[config.mk]
export PLATFORM = sky130hd
export DESIGN_NAME = mem_port_arbiter
export DESIGN_NICKNAME = d
export VERILOG_FILES = /design/src/rtl/mem_port_arbiter.sv
export SDC_FILE = /design/constraint.sdc
export NUM_CORES = 1
export LEC_CHECK = 0
export CELL_PAD_IN_SITES_DETAIL_PLACEMENT = 1
export CELL_PAD_IN_SITES_GLOBAL_PLACEMENT = 2
export CORE_AREA = 10 10 158 160
export DETAILED_ROUTE_END_ITERATION = 16
export DIE_AREA = 0 0 168 170
export GPL_TIMING_DRIVEN = 0
export MAX_ROUTING_LAYER = met4
export PLACE_DENSITY_LB_ADDON = 0.1
export RECOVER_POWER = 100
export SLEW_MARGIN = 10
export SYNTH_ARGS = -nofsm -noshare
export SYNTH_HDL_FRONTEND = slang
export SYNTH_SLANG_ARGS = --single-unit
[constraint.sdc]
create_clock -name clk -period 1.7 [get_ports clk]
set_input_delay 0.51 -clock clk [delete_from_list [all_inputs] [get_ports clk]]
set_output_delay 0.51 -clock clk [all_outputs]
set_load 0.01 [all_outputs]
[src/rtl/mem_port_arbiter.sv]
// mem_port_arbiter: shares one single-ported memory between instruction fetch (IF)
// and the memory stage (ME). Each access runs IDLE -> BUSY_x -> RESP -> IDLE with a
// req/ack handshake to a variable-latency memory. ME wins ties by default.
// Optional feature macro: ARB_STARVE_GUARD_EN. When defined, a saturating counter of
// ME wins over a waiting IF hands the next tie to IF once it reaches STARVE_MAX.
module mem_port_arbiter #(
  parameter int unsigned AW         = 32,
  parameter int unsigned STARVE_MAX = 4
) (
  input  logic          clk,
  input  logic          reset,
  input  logic          if_req,
  input  logic [AW-1:0] if_addr,
  input  logic          me_req,
  input  logic          me_we,
  input  logic [AW-1:0] me_addr,
  input  logic [31:0]   me_wdata,
  output logic          mem_req,
  output logic          mem_we,
  output logic [AW-1:0] mem_addr,
  output logic [31:0]   mem_wdata,
  input  logic          mem_ack,
  input  logic [31:0]   mem_rdata,
  output logic [31:0]   if_rdata,
  output logic          if_done,
  output logic [31:0]   me_rdata,
  output logic          me_done,
  output logic          any_stall
);

  typedef enum logic [2:0] {
    StIdle,
    StBusyIf,
    StBusyMe,
    StRespIf,
    StRespMe
  } state_e;

  // The starvation counter is 3 bits wide, so the threshold must fit in it.
  if (STARVE_MAX > 7) begin : g_bad_starve_max
    $error("STARVE_MAX must fit in 3 bits");
  end

  state_e        state_q, state_d;
  logic          mem_req_q, mem_req_d;
  logic          mem_we_q, mem_we_d;
  logic [AW-1:0] mem_addr_q, mem_addr_d;
  logic [31:0]   mem_wdata_q, mem_wdata_d;
  logic [31:0]   if_rdata_q, if_rdata_d;
  logic [31:0]   me_rdata_q, me_rdata_d;

  logic          idle;
  logic          if_priority;
  logic          grant_me;
  logic          grant_if;

  assign idle = (state_q == StIdle);

`ifdef ARB_STARVE_GUARD_EN
  localparam logic [2:0] StarveMax = 3'(STARVE_MAX);

  logic [2:0] starve_q, starve_d;

  // IF takes a tie once ME has beaten a waiting IF StarveMax times in a row.
  assign if_priority = (starve_q == StarveMax);

  // Count ME grants made over a waiting IF; any IF grant clears the count.
  always_comb begin
    starve_d = starve_q;
    if (grant_if) begin
      starve_d = 3'd0;
    end else if (grant_me && if_req && (starve_q != StarveMax)) begin
      starve_d = starve_q + 3'd1;
    end
  end

  // Starvation counter register.
  always_ff @(posedge clk or negedge reset) begin
    if (!reset) begin
      starve_q <= 3'd0;
    end else begin
      starve_q <= starve_d;
    end
  end
`else
  assign if_priority = 1'b0;
`endif

  // Grants are only made from IDLE; ME is the older instruction and wins ties.
  assign grant_me = idle & me_req & ~(if_req & if_priority);
  assign grant_if = idle & if_req & ~grant_me;

  // Next-state and datapath capture for the access sequencer.
  always_comb begin
    state_d     = state_q;
    mem_req_d   = mem_req_q;
    mem_we_d    = mem_we_q;
    mem_addr_d  = mem_addr_q;
    mem_wdata_d = mem_wdata_q;
    if_rdata_d  = if_rdata_q;
    me_rdata_d  = me_rdata_q;
    unique case (state_q)
      StIdle: begin
        if (grant_me) begin
          state_d     = StBusyMe;
          mem_req_d   = 1'b1;
          mem_we_d    = me_we;
          mem_addr_d  = me_addr;
          mem_wdata_d = me_wdata;
        end else if (grant_if) begin
          state_d    = StBusyIf;
          mem_req_d  = 1'b1;
          mem_we_d   = 1'b0;
          mem_addr_d = if_addr;
        end
      end
      StBusyIf: begin
        if (mem_ack) begin
          if_rdata_d = mem_rdata;
          mem_req_d  = 1'b0;
          mem_we_d   = 1'b0;
          state_d    = StRespIf;
        end
      end
      StBusyMe: begin
        if (mem_ack) begin
          // Writes leave the load-data register untouched.
          if (!mem_we_q) begin
            me_rdata_d = mem_rdata;
          end
          mem_req_d = 1'b0;
          mem_we_d  = 1'b0;
          state_d   = StRespMe;
        end
      end
      StRespIf, StRespMe: begin
        state_d = StIdle;
      end
      default: begin
        state_d   = StIdle;
        mem_req_d = 1'b0;
        mem_we_d  = 1'b0;
      end
    endcase
  end

  // State and datapath registers.
  always_ff @(posedge clk or negedge reset) begin
    if (!reset) begin
      state_q     <= StIdle;
      mem_req_q   <= 1'b0;
      mem_we_q    <= 1'b0;
      mem_addr_q  <= '0;
      mem_wdata_q <= '0;
      if_rdata_q  <= '0;
      me_rdata_q  <= '0;
    end else begin
      state_q     <= state_d;
      mem_req_q   <= mem_req_d;
      mem_we_q    <= mem_we_d;
      mem_addr_q  <= mem_addr_d;
      mem_wdata_q <= mem_wdata_d;
      if_rdata_q  <= if_rdata_d;
      me_rdata_q  <= me_rdata_d;
    end
  end

  assign mem_req   = mem_req_q;
  assign mem_we    = mem_we_q;
  assign mem_addr  = mem_addr_q;
  assign mem_wdata = mem_wdata_q;
  assign if_rdata  = if_rdata_q;
  assign me_rdata  = me_rdata_q;
  assign if_done   = (state_q == StRespIf);
  assign me_done   = (state_q == StRespMe);
  assign any_stall = (if_req & ~if_done) | (me_req & ~me_done);

endmodule

; After elaboration in Yosys (flattened, before gate mapping)
; Cells that the tools add are included.
; W data, S select, Z words.
[totals]
ff_bits = 133
in_bits = 134
output_inout_bits = 133
[classes]
eq_ne = 8
mux = 14
n_bitwise = 11
n_reduce_logical = 10
[ops]
columns = operator, count
row1 = $mux W32, 2
row2 = $mux W3, 4
row3 = $pmux W3 S3, 1
row4 = $reduce_and A3 Y1, 3
row5 = $eq A3 B2 Y1 const B, 2
row6 = $pmux W1 S3, 2
row7 = $reduce_and A2 Y1, 3
row8 = $and A1 B1 Y1, 5
row9 = $mux W1, 5
row10 = $not A1 Y1, 5
row11 = $ne A2 B2 Y1 const B, 2
row12 = $reduce_or A2 Y1, 2
row13 = $eq A3 B1 Y1 const B, 1
row14 = $eq A3 B3 Y1 const B, 1
row15 = $logic_not A3 Y1, 1
row16 = $ne A3 B1 Y1 const B, 1
row17 = $ne A2 B1 Y1 const B, 1
row18 = $reduce_bool A2 Y1, 1
row19 = $or A1 B1 Y1, 1

; Longest topological paths before layout
; Gate-level depths: netlist of run 1.
[depth]
depth_word = 7
mapped_depth = 6

; Worst setup path after synthesis of run 1
; Ideal clock, no wire load.
[synth_path]
kind = input-to-reg
from = input port mem_ack
to = register me_rdata_q[22], in the netlist me_rdata[22]
setup_ns = 0.125
t_arrival_ns = 1.493
t_required_ns = 1.575
slack_ns = 0.082
path_stages = 5
n_path_buf = 2
path_cell_list = nor4bb_4 > and2b_1 > buf_4 > buf_6 > mux2_2
[synth_via]
elab_chain_cells = 1
[synth_lines]
columns = item, line
row1 = from (decl), 22  ; input logic mem_ack,
row2 = $reduce_and A3 Y1 (no source line), n/a
row3 = to (signal assigned), 164  ; me_rdata_q <= me_rdata_d;
row4 = to (decl), 50  ; logic [31:0] me_rdata_q, me_rdata_d;
; Every way passes these cells.
; A chain may end at the register's enable or synchronous reset.

; Final worst setup path of run 1
[layout_path]
from = input port if_req
to = output port any_stall
[layout_via]
elab_chain_cells = 2
[layout_lines]
columns = item, line
row1 = from (decl), 12  ; input logic if_req,
row2 = $and A1 B1 Y1, 176  ; assign any_stall = (if_req & ~if_done) | (me_req & ~me_done);
row3 = $or A1 B1 Y1, 176
row4 = to (decl), 28  ; output logic any_stall
; Every way passes these cells.

==> impl_metrics.env, run 1 <==
export IMPL_clk_latency_ps=420
export IMPL_drv_cap=1
export IMPL_status="finished, violations left"
export IMPL_total_power_mw=19.1
export IMPL_rsz0062_at_grt="true"
export IMPL_cts_htree_levels=4
export IMPL_n_fill_cell=2215
export IMPL_grtUsageTotal_pct=14.3
export IMPL_grt_max_degree=79
export IMPL_rows=54
export IMPL_endpoint_kind="output port"
export IMPL_violations="capacitance limit, slew limit, setup timing"
export IMPL_ys_warn_count=0
export IMPL_syn_nets=519
export IMPL_dieArea_um2=28600
export IMPL_wl_per_cell_um=21.7
export IMPL_clkTransAtPathRegs_ps=60
export IMPL_place_congestion=0.785
export IMPL_clk_path_buf_depth=2
export IMPL_vias=4501
export IMPL_initialDrtViolationCount=118
export IMPL_grt_pass1_vias=5169
export IMPL_p_per_area_nw_per_um2=1870
export IMPL_clock_fmax_mhz=522
export IMPL_clockRootBuffer="clkbuf_16"
export IMPL_drv_slew=56
export IMPL_die_x_um=168
export IMPL_synthesis_area_um2=5360
export IMPL_start_util_pct=24.7
export IMPL_firstDrtPassIters=4
export IMPL_max_stage_delay_ps=520
export IMPL_avgSynthCellArea_um2=13.9
export IMPL_dp_hpwl_um=15100
export IMPL_ir_worst_vdd_mv=0.693
export IMPL_cp_max_fo=3
export IMPL_synth_seq_cells=133
export IMPL_timing_final_crit_share_pct=113
export IMPL_synth_top_cell_area_share_pct=62.1
export IMPL_cts_tree="built"
export IMPL_numPortBuffers=266
export IMPL_core_area_um2=21700
export IMPL_drc=0
export IMPL_critPathBufInv=3
export IMPL_min_period_ps=1910
export IMPL_die_h_um=170
export IMPL_final_antenna_net_count=0
export IMPL_p_leak_nw=4.58
export IMPL_finalSetupViolCount=130
export IMPL_tightest_slew_ps=1520
export IMPL_seq_area_frac_synth_pct=62.1
export IMPL_drt_wl_total_um=21700
export IMPL_antenna_found_initial=0
export IMPL_area_growth_pct=89.6
export IMPL_critPathSlowestCell="clkdlybuf4s50_1"
export IMPL_grt_ovfl_total=0
export IMPL_placedCellCount=932
export IMPL_clock_sinks=133
export IMPL_path_cells="clkdlybuf4s50_1, inv_1, o22ai_2, buf_6"
export IMPL_hold_class="primary input to asynchronous set/reset pin"
export IMPL_required_ps=1190
export IMPL_drive_gt1_share_pct=36.6
export IMPL_synth_area_leaders="dfrtp_1 62%, mux2_2 15%, mux2_1 5.0%"
export IMPL_grt_pass1_wl_um=30900
export IMPL_yosysTopAreaCell="dfrtp_1"
export IMPL_synthCells=385
export IMPL_skew_ps=10.4
export IMPL_crit_arrival_ps=1400
export IMPL_startpoint_type="primary input"
export IMPL_crit_family="buffers and inverters"
export IMPL_crit_type="primary input to output port"
export IMPL_fin_cells=998
export IMPL_hold_viol=0
export IMPL_diodes=0
export IMPL_fin_nets=839
export IMPL_synth_cell_types=31
export IMPL_cts_buffers=17
export IMPL_slew_headroom_pct=-1.53
export IMPL_viasPerCell=4.51
export IMPL_worst_slack_ps=-214
export IMPL_io_pins=267
## cells in the final DEF (no fill, tap or decap), types with 2 or more instances in the layout
cell | Yosys | layout
buf_6 | 11 | 18
clkdlybuf4s50_1 | 0 | 130
clkinv_2 | 0 | 3
clkinv_4 | 0 | 4
bufinv_16 | 0 | 4
nand3_1 | 2 | 2
buf_16 | 0 | 3
inv_6 | 0 | 3
dlygate4sd2_1 | 0 | 132
mux2_4 | 0 | 84
buf_4 | 4 | 12
nor4b_4 | 1 | 2
buf_12 | 0 | 9
clkbuf_1 | 9 | 3
buf_8 | 0 | 8
o22ai_1 | 33 | 20
dfrtp_1 | 133 | 132
o22ai_2 | 0 | 6
o22ai_4 | 0 | 7
o21ai_2 | 0 | 45
nor3_1 | 3 | 2
o21ai_1 | 30 | 13
mux2_2 | 72 | 12
nand2_1 | 2 | 2
clkbuf_16 | 0 | 25
o21ai_0 | 37 | 9
clkbuf_2 | 0 | 4
## synthesized netlist by cell type
cell and number:
a21oi_1 1, a32oi_1 1, and2_1 1, and2b_1 1, and3_1 1, buf_2 5, buf_4 4, buf_6 11
clkbuf_1 9, clkinv_1 1, dfrtp_1 133, inv_1 2, inv_2 1, mux2_1 24, mux2_2 72, nand2_1 2
nand2b_1 1, nand3_1 2, nand4_1 1, nor2_1 2, nor3_1 3, nor4b_2 1, nor4b_4 1, nor4bb_4 1
o211ai_1 1, o21ai_0 37, o21ai_1 30, o22ai_1 33, or2_2 1, or2_4 1, or3_4 1
## worst register-to-register path, stage by stage, from the launching register on
cell and delay (ps):
dfrtp_1 380, buf_6 140, buf_4 140, nor4b_4 330, buf_6 220, buf_4 140, buf_12 120, mux2_4 300
## logic make-up (layout without fill, tap and decap cells)
| family | Yosys count | count (layout) | share of synthesized area (%) |
|---|---|---|---|
| multiplexers | 96 | 96 | 20.2 |
| AND/OR/NAND/NOR | 20 | 20 | 3.03 |
| AO/OA/AOI/OAI | 103 | 103 | 10.5 |
| buffers and inverters | 33 | 366 | 4.25 |
| flip-flops | 133 | 133 | 62.1 |
## sequential cells by signal, indices dropped and copies added, names as in the netlist
signal and cells:
if_rdata 32, me_rdata 32, mem_addr 32, mem_req 1, mem_wdata 32, mem_we 1
state_q 3
## layer usage
layer | routed length, um | vias to the layer above | share of wire (%) | track usage [%]
met2 | 11000 | 172 | 51 | 23.7
met1 | 8580 | 2254 | 40 | 15.4
met5 | 0 | - | 0 | -
met3 | 1880 | 22 | 8.7 | 6.22
li1 | - | 2053 | - | -
met4 | 240 | 0 | 1.1 | 3.63
## timing repair
| action | 4_1_cts | 5_1_grt |
|---|---|---|
| endpoints found under the setup margin | 260 | 129 |
| pin swaps | 3 | 35 |
| setup buffers | 12 | 13 |
| gates cloned | 5 | 8 |
| hold buffers | 0 | 0 |
| gates resized for setup | 232 | 164 |
## metrics by stage
stage	area, um^2	setup WS (ps)	hold slack (ps)	setup TNS [ps]	util [%]
finish	10200	-214	440	-12020	46.9
global route	10200	-250	506	-28970	46.9
CTS	9350	-231	63.2	-8750	43.1
detailed placement	8400	-1230	475	-81280	38.8
global placement	8380	-5310	468	-783940	38.6
floorplan	5360	81.7	214	0	-
## report_power, final
group | internal (mW) | switching (mW)
registers | 4.76 | 0.853
clock network | 2.47 | 1.49
logic | 5.40 | 4.08
total | 12.6 | 6.42
## area by class of cell
class | instances | area [um^2] | share of cell area [%]
flip-flops and latches | 133 | 3330 | 32.7
repair buffers | 303 | 3060 | 30.1
multi-input cells | 219 | 2450 | 24.1
clock buffers | 18 | 429 | 4.22
well taps | 280 | 350 | 3.44
plain buffers | 27 | 332 | 3.26
clock inverters | 14 | 199 | 1.96
inverters | 4 | 18.8 | 0.185
## worst paths after layout
| kind | startpoint | to | slack (ps) | cells past startpoint |
|---|---|---|---|---|
| max | if_req | any_stall | -210 | 4 |
| min | reset | if_rdata[9] | 440 | 1 |
| max reg2reg | state_q[1] | mem_wdata[15] | -170 | 7 |
| min reg2reg | mem_addr[15] | mem_addr[15] | 490 | 2 |
| max in group asynchronous | reset | mem_addr[20] | 190 | 2 |
| min in group clk | mem_addr[15] | mem_addr[15] | 490 | 2 |
No activity file was read; power rests on OpenSTA's default activity.
==> run 2: changes to the inputs <==
--- a/config.mk
+++ b/config.mk
@@ -7,13 +7,15 @@
 export LEC_CHECK = 0
 export CELL_PAD_IN_SITES_DETAIL_PLACEMENT = 1
 export CELL_PAD_IN_SITES_GLOBAL_PLACEMENT = 2
-export CORE_AREA = 10 10 158 160
+export CORE_AREA = 10 10 219 117
 export DETAILED_ROUTE_END_ITERATION = 16
-export DIE_AREA = 0 0 168 170
+export DIE_AREA = 0 0 229 127
 export GPL_TIMING_DRIVEN = 0
 export MAX_ROUTING_LAYER = met4
 export PLACE_DENSITY_LB_ADDON = 0.1
 export RECOVER_POWER = 100
+export REMOVE_ABC_BUFFERS = 1
+export SETUP_SLACK_MARGIN = 0.1
 export SLEW_MARGIN = 10
 export SYNTH_ARGS = -nofsm -noshare
 export SYNTH_HDL_FRONTEND = slang
==> impl_metrics.env, run 2 (same netlist as run 1, synthesis figures left out) <==
export IMPL_die_x_um=229
export IMPL_violations="setup timing"
export IMPL_final_cell_mix="130 x dfrtp_1, 129 x clkdlybuf4s50_1, 62 x mux2_4"
export IMPL_clock_fmax_mhz=531
export IMPL_rows=39
export IMPL_tightest_slew_ps=444
export IMPL_skew_ps=5.61
export IMPL_clk_latency_ps=430
export IMPL_p_leak_nw=4.13
export IMPL_required_ps=2020
export IMPL_ir_worst_vdd_mv=0.712
export IMPL_initialDrtViolationCount=186
export IMPL_rsz0062_at_grt="true"
export IMPL_grt_pass1_vias=4952
export IMPL_post_place_ws_ps=-1690
export IMPL_fin_nets=830
export IMPL_core_area_um2=22200
export IMPL_startpoint_type="register"
export IMPL_endpoint_kind="register"
export IMPL_drv_cap=0
export IMPL_final_antenna_net_count=0
export IMPL_slew_headroom_pct=70.3
export IMPL_status="finished, violations left"
export IMPL_timing_final_crit_share_pct=111
export IMPL_wl_per_cell_um=22.5
export IMPL_firstDrtPassIters=4
export IMPL_cts_buffers=17
export IMPL_finalSetupViolCount=101
export IMPL_dieArea_um2=29100
export IMPL_cts_tree="built"
export IMPL_vias=4506
export IMPL_viasPerCell=4.42
export IMPL_hold_ws_ps=483
export IMPL_start_util_pct=24.2
export IMPL_grtUsageTotal_pct=15.3
export IMPL_clkTransAtPathRegs_ps=60
export IMPL_grt_max_degree=57
export IMPL_finish_utilization_pct=42.2
export IMPL_grt_ovfl_total=0
export IMPL_crit_type="register to register"
export IMPL_grt_pass1_wl_um=32600
export IMPL_final_common_cell="dfrtp_1"
export IMPL_fin_cells=1019
export IMPL_die_h_um=127
export IMPL_clock_sinks=133
export IMPL_antenna_found_initial=2
export IMPL_cts_htree_levels=4
export IMPL_hold_viol=0
export IMPL_drv_slew=0
export IMPL_hold_class="register to register"
export IMPL_place_congestion=0.735
export IMPL_dp_hpwl_um=15600
export IMPL_clk_path_buf_depth=2
export IMPL_min_period_ps=1880
export IMPL_drive_gt1_share_pct=43.4
export IMPL_io_pins=267
export IMPL_area_growth_pct=74.5
export IMPL_drc=0
export IMPL_cp_max_fo=7
export IMPL_worst_slack_ps=-184
export IMPL_p_per_area_nw_per_um2=1890
export IMPL_placedCellCount=939
export IMPL_crit_arrival_ps=2200
export IMPL_numPortBuffers=266
export IMPL_drt_wl_total_um=23000
export IMPL_clockRootBuffer="clkbuf_16"
export IMPL_n_fill_cell=2386
==> run 2: changes by cell type in the layout (fill, tap and decap cells not counted), sizes merged <==
cell / change
buf: +56
bufinv: -2
clkbuf: +31
clkdlybuf4s15: +34
clkdlybuf4s50: -1
clkinvlp: +1
diode: +3
dlygate4sd2: -130
dlygate4sd3: +1
inv: -3
or2: +3
or3: +1
==> run 2: timing repair <==
item	in CTS	in global routing
cloned	4	7
endpoints found under the hold margin	29	0
pin swaps	7	6
resized for setup	471	115
setup buffers	27	7
hold buffers	1	0
setup endpoints to repair	264	217
==> run 2: worst paths after layout <==
| kind | depth (start not counted) | slack, ps | to | start |
|---|---|---|---|---|
| worst min-delay path | 1 | 480 | me_rdata[27] | me_rdata[27] |
| min in group asynchronous | 2 | 530 | if_rdata[11] | reset |
| worst min register to register | 1 | 480 | me_rdata[27] | me_rdata[27] |
| worst max-delay path | 5 | -180 | me_rdata[20] | state_q[0] |
| worst max register to register | 5 | -180 | me_rdata[20] | state_q[0] |
| max in group asynchronous | 4 | 300 | if_rdata[14] | reset |
==> run 2: cell type report <==
type | count | area, um^2 | area share [%]
antenna | 3 | 7.51 | 0.0802
sequential | 133 | 3330 | 35.6
timing repair buffer | 316 | 2900 | 31.0
inverter | 4 | 20.0 | 0.214
tap | 307 | 384 | 4.11
clock inverter | 9 | 100 | 1.07
multi-input combinational | 223 | 2120 | 22.7
timing repair inverter | 1 | 5.00 | 0.0535
clock buffer | 23 | 488 | 5.22
==> run 2: where the power goes <==
part           internal (mW)  switching, mW
combinational           4.47           3.87
sequential              4.77          0.831
clock                   2.30           1.41
total                   11.5           6.12
==> run 2: worst max-delay path: stages (launching register included) <==
cell,delay (ps)
dfrtp_2,430
buf_4,180
nor4bb_4,290
and2b_4,320
clkbuf_16,210
mux2_2,330
==> run 2: through the flow <==
stage / cell area (um^2) / setup TNS, ps / power [mW]
after floorplan: 5150 / -194080 / 8.66
after global placement: 8200 / -1174220 / 13.1
after detailed placement: 8370 / -124620 / 13.6
after CTS: 9580 / -14360 / 18.0
after global routing: 9350 / -20960 / 18.8
final: 9360 / -12270 / 17.7
==> run 2: per-layer routing <==
metal  up-vias  GRT usage [%]  routed length [um]
met5         -              -                   0
met4         0           4.68                 354
met3        22           6.81                1720
met2       130           24.1               10900
met1      2314           17.4                9990
li1       2040              -                   -
